File: config.mk
export PLATFORM = sky130hd
export DESIGN_NAME = uart_cmd_assembler
export DESIGN_NICKNAME = d
export VERILOG_FILES = /design/src/rtl/uart_cmd_assembler.sv
export SDC_FILE = /design/constraint.sdc
export NUM_CORES = 1
export LEC_CHECK = 0
export BUFFER_PORTS_ARGS = -buffer_cell sky130_fd_sc_hd__buf_2
export CELL_PAD_IN_SITES_DETAIL_PLACEMENT = 1
export CELL_PAD_IN_SITES_GLOBAL_PLACEMENT = 1
export CORE_ASPECT_RATIO = 1.25
export CORE_MARGIN = 2
export CORE_UTILIZATION = 42
export DETAILED_ROUTE_END_ITERATION = 8
export PLACE_DENSITY_LB_ADDON = 0.1
export SETUP_SLACK_MARGIN = 0.5
export SYNTH_ARGS = -nofsm -noshare
export SYNTH_HDL_FRONTEND = slang
export SYNTH_SLANG_ARGS = --single-unit
File: constraint.sdc
create_clock -name clk -period 3.92 [get_ports clk]
set_clock_uncertainty 0.1 [all_clocks]
set_input_delay 0.392 -clock clk [delete_from_list [all_inputs] [get_ports clk]]
set_output_delay 0.392 -clock clk [all_outputs]
set_load 0.05 [all_outputs]
File: src/rtl/uart_cmd_assembler.sv
// Packs two consecutive UART bytes (high byte first) into a 16-bit command
// with a level ready/acknowledge handshake, inter-byte timeout and overrun flag.
module uart_cmd_assembler #(
  parameter int unsigned TIMEOUT_CYCLES = 200000,
  parameter int unsigned TMO_W          = 18
) (
  input  logic        clk,
  input  logic        rst,
  input  logic        rx_rdy,
  input  logic [7:0]  rx_data,
  output logic        clr_rx_rdy,
  output logic [15:0] cmd,
  output logic        cmd_rdy,
  input  logic        clr_cmd_rdy,
  output logic        ovr_err,
  output logic        tmo_err
);

  typedef enum logic {WAIT_HI, WAIT_LO} state_t;

  localparam logic [TMO_W-1:0] TMO_LAST = TMO_W'(TIMEOUT_CYCLES - 1);

  state_t           state_reg;
  logic [7:0]       hi_reg;
  logic [TMO_W-1:0] tmo_cnt_reg;
  logic [15:0]      cmd_reg;
  logic             cmd_rdy_reg;
  logic             ovr_err_reg;
  logic             tmo_err_reg;
  logic             complete;

  // Every byte is taken on the first cycle it is visible, in either state.
  assign clr_rx_rdy = !rst && rx_rdy;
  assign complete   = (state_reg == WAIT_LO) && rx_rdy;

  always_ff @(posedge clk) begin
    if (rst) begin
      state_reg   <= WAIT_HI;
      hi_reg      <= 8'h00;
      tmo_cnt_reg <= '0;
      cmd_reg     <= 16'h0000;
      cmd_rdy_reg <= 1'b0;
      ovr_err_reg <= 1'b0;
      tmo_err_reg <= 1'b0;
    end else begin
      tmo_err_reg <= 1'b0;

      case (state_reg)
        WAIT_HI: begin
          if (rx_rdy) begin
            hi_reg      <= rx_data;
            tmo_cnt_reg <= '0;
            state_reg   <= WAIT_LO;
          end
        end
        WAIT_LO: begin
          // A byte arriving on the terminal-count cycle takes priority.
          if (rx_rdy) begin
            state_reg   <= WAIT_HI;
            tmo_cnt_reg <= '0;
          end else if (tmo_cnt_reg == TMO_LAST) begin
            state_reg   <= WAIT_HI;
            tmo_cnt_reg <= '0;
            tmo_err_reg <= 1'b1;
          end else begin
            tmo_cnt_reg <= tmo_cnt_reg + TMO_W'(1);
          end
        end
        default: begin
          state_reg   <= WAIT_HI;
          tmo_cnt_reg <= '0;
        end
      endcase

      // An acknowledge in the completion cycle frees the slot for the new command.
      if (complete) begin
        if (cmd_rdy_reg && !clr_cmd_rdy) begin
          ovr_err_reg <= 1'b1;
        end else begin
          cmd_reg     <= {hi_reg, rx_data};
          cmd_rdy_reg <= 1'b1;
        end
      end else if (clr_cmd_rdy) begin
        cmd_rdy_reg <= 1'b0;
        ovr_err_reg <= 1'b0;
      end
    end
  end

  assign cmd     = cmd_reg;
  assign cmd_rdy = cmd_rdy_reg;
  assign ovr_err = ovr_err_reg;
  assign tmo_err = tmo_err_reg;

endmodule

==> reports/qor.csv <==
metric,value,unit
Net Sw Frac,25.70,%
synth-to-layout area growth,13.50,%
slowest CP cell,nor2b_1,
hold endpoint,cmd[1]$_SDFFE_PP0P_,
Area contributors post-synth,"dfxtp_1 (48%), nand2_1 (12%), a21oi_1 (8.8%), nand3_1 (2.8%), nor2_1 (2.7%)",
fillers,583,
WL per Instance,13.81,um
Mapped Cells,245,
Final Cell Area,2198,sq um
hold path start,rx_data[1],
critical-path cell list,"nand2_1, nor2b_1, nand2_1, a21oi_1",
Sum Neg Setup Slack,0,ps
Unique masters post-synth,37,
Die Wd,64.74,um
Tot Pwr,0.8610,mW
post-CTS setup buffers,0,
DRC,0,
R2R Path End,cmd[6]$_SDFFE_PP0P_,
maxcap violations,0,
status,"finished, final reports clean",
NetSw,0.2213,mW
final hold vios,0,
Tightest Pin Transition,1110,ps
Detailed Route WL,4.542,mm
DR vias/cell,5.289,
Max VDD drop,0.0002436,V
min-delay worst type,input pin to flop,
routed vias,1740,
CTS tree,done,
full die area,5174,sq um
CTS Hold Bufs,0,
flop-to-flop setup slack,1740,ps
io pins,32,
syn_nets,258,
Max H-tree Level,2,
n_diodes,0,
Total Routing Usage GR,19.46,%
most frequent cells in the layout,"nand2_1 (61), dfxtp_1 (46), a21oi_1 (34), buf_2 (31), nor2_1 (14)",
PortBufs,31,
"Max FO, Critical Path",16,
Worst Setup End Kind,flop,
vias in the first global route,1709,
#FFs+latches synth,46,
sequential element share of the synthesized area,47.55,%
Slew Limit Fails,0,
combinational group share of total power,8.4,%
fmax,0.4579,GHz
starting density of the core,43.77,%
Int Power,0.6397,mW
total gr overflow,0,
syn avg cell area,7.906,sq um
CP Launch Type,flop,
first-pass GRT wire length,7.866,mm
Final Setup Violations,0,
R2R depth,4,
Worst Path Arrival,2310,ps
crit path time final,2184,ps
Crit Reg-Reg Startpoint,state_reg$_SDFF_PP0_,
top-area cell type share of the netlist area,47.55,%
Detail Route Antenna Nets,0,
largest net degree at the start of global routing,31,
initial antenna violation count,0,
cell mode on critical path,nand2_1,
hold path cells,3,
clk_lat worst skew,300,ps
Final Util,49.67,%
post_cts resized,0,
CTS Sinks,46,
Post-Place Cell Area,2103,sq um
clock root cell,clkbuf_8,
RePlAce Congestion,0.7546,
cell area after synthesis,1937,sq um
Layout Nets,283,
"most common cell after layout, fill and taps aside",nand2_1,
row count,27,
TritonCTS Buffers,5,
area of the multi-input gates,935.9,sq um
largest area contributor in the netlist,dfxtp_1,
clk buf depth,2,
Detailed Place HPWL,3.183,mm
Tcrit/Tclk final,55.71,%
Pre-antenna DRT Iters,4,
leakage,0.8311,nW
DIE HEIGHT,79.93,um
synth warn,0,
Layout Cells excl Fill,329,
crit-path max cell delay,880,ps
Clock power frac,35.3,%
sequential share of power,56.4,%
max reg flops,18,
WP data required,4040,ps
cell area power density,391.7,nW/um^2
Clock transition at path regs,80,ps
Slew headroom,25.83,%
1st-iter DRT viols,87,
Placed Instances,321,
Crit Path Class,flop to flop,
RSZ-0062 raised after global routing,no,
Sequential Area,920.9,sq um
Core Area,4425,sq um
layout cell share with drive strength beyond 1,17.34,%
-- kinds of logic (layout without fill, tap and decap cells) --
| kind of cell | count (synthesis) | after routing | share of synthesized area, % |
|---|---|---|---|
| flops | 46 | 46 | 47.55 |
| compound gates | 59 | 59 | 17.05 |
| xor+xnor | 3 | 3 | 1.357 |
| simple gates | 117 | 117 | 28.68 |
| buf+inv | 18 | 44 | 4.134 |
| mux | 1 | 1 | 0.5814 |
| fa+ha+maj | 1 | 1 | 0.6459 |
-- stage by stage --
stage	hold slack [ps]	setup WS, ps
floorplan	332.2	2147
global placement	341.2	1697
detailed placement	347.8	1692
CTS	223.7	1689
global route	234.5	1466
finish	236.2	1736
-- per-layer routing --
metal,up-vias,share of wire (%),track usage [%]
li1,890,-,-
met2,28,52,35.88
met3,6,2.6,3.808
met4,0,1.4,7.021
met1,816,44,21.86
met5,-,0,0
-- critical path, delay by kind of cell, from the launching register on --
family / cells / cell delay (ps)
AND/OR/NAND/NOR: 3 / 1210
flip-flops: 1 / 610
AO/OA/AOI/OAI: 1 / 180
-- power by group through the flow --
| stage | sequential (mW) | combinational, mW | clock, mW |
|---|---|---|---|
| 2_1_floorplan | 0.510 | 0.0394 | 0 |
| 4_1_cts | 0.486 | 0.0729 | 0.316 |
| 5_1_grt | 0.487 | 0.0803 | 0.332 |
| 3_5_place_dp | 0.497 | 0.0724 | 0 |
| 3_3_place_gp | 0.496 | 0.0722 | 0 |
| 6_report | 0.486 | 0.0719 | 0.304 |
-- area by class of cell --
class	instances	area share [%]
inverter	5	0.8537
clock inverter	2	0.5692
sequential	46	41.89
timing repair buffer	31	7.057
tap	58	3.301
multi-input combinational	181	42.57
clock buffer	6	3.756
-- worst max path at each step --
stage | start | end | slack [ps] | cells past startpoint
finish | state_reg$_SDFF_PP0_ | cmd[6]$_SDFFE_PP0P_ | 1740 | 4
CTS | state_reg$_SDFF_PP0_ | cmd[6]$_SDFFE_PP0P_ | 1690 | 4
global route | state_reg$_SDFF_PP0_ | cmd[6]$_SDFFE_PP0P_ | 1470 | 4
global placement | rst | tmo_cnt_reg[14]$_SDFFE_PP0P_ | 1700 | 5
detailed placement | rst | tmo_cnt_reg[14]$_SDFFE_PP0P_ | 1690 | 5
floorplan | rst | clr_rx_rdy | 2150 | 2
-- cell usage after synthesis, drive strengths merged --
library cell and instances:
nor4 1, nand2b 3, o311ai 1, or2 1
and2 1, inv 5, nand4 6, a311oi 1
nor4b 2, nor3 6, o21ai 11, or3 5
nand2 61, a22oi 1, dfxtp 46, o21a 2
clkbuf 8, a31oi 2, a21oi 34, nor2 14
a21o 4, nand3 12, mux2 1, o211ai 2
ha 1, nor2b 3, and3 1, o31ai 1
xor2 3, buf 5, and3b 1
Note: power is estimated with default switching activity, not from simulation.
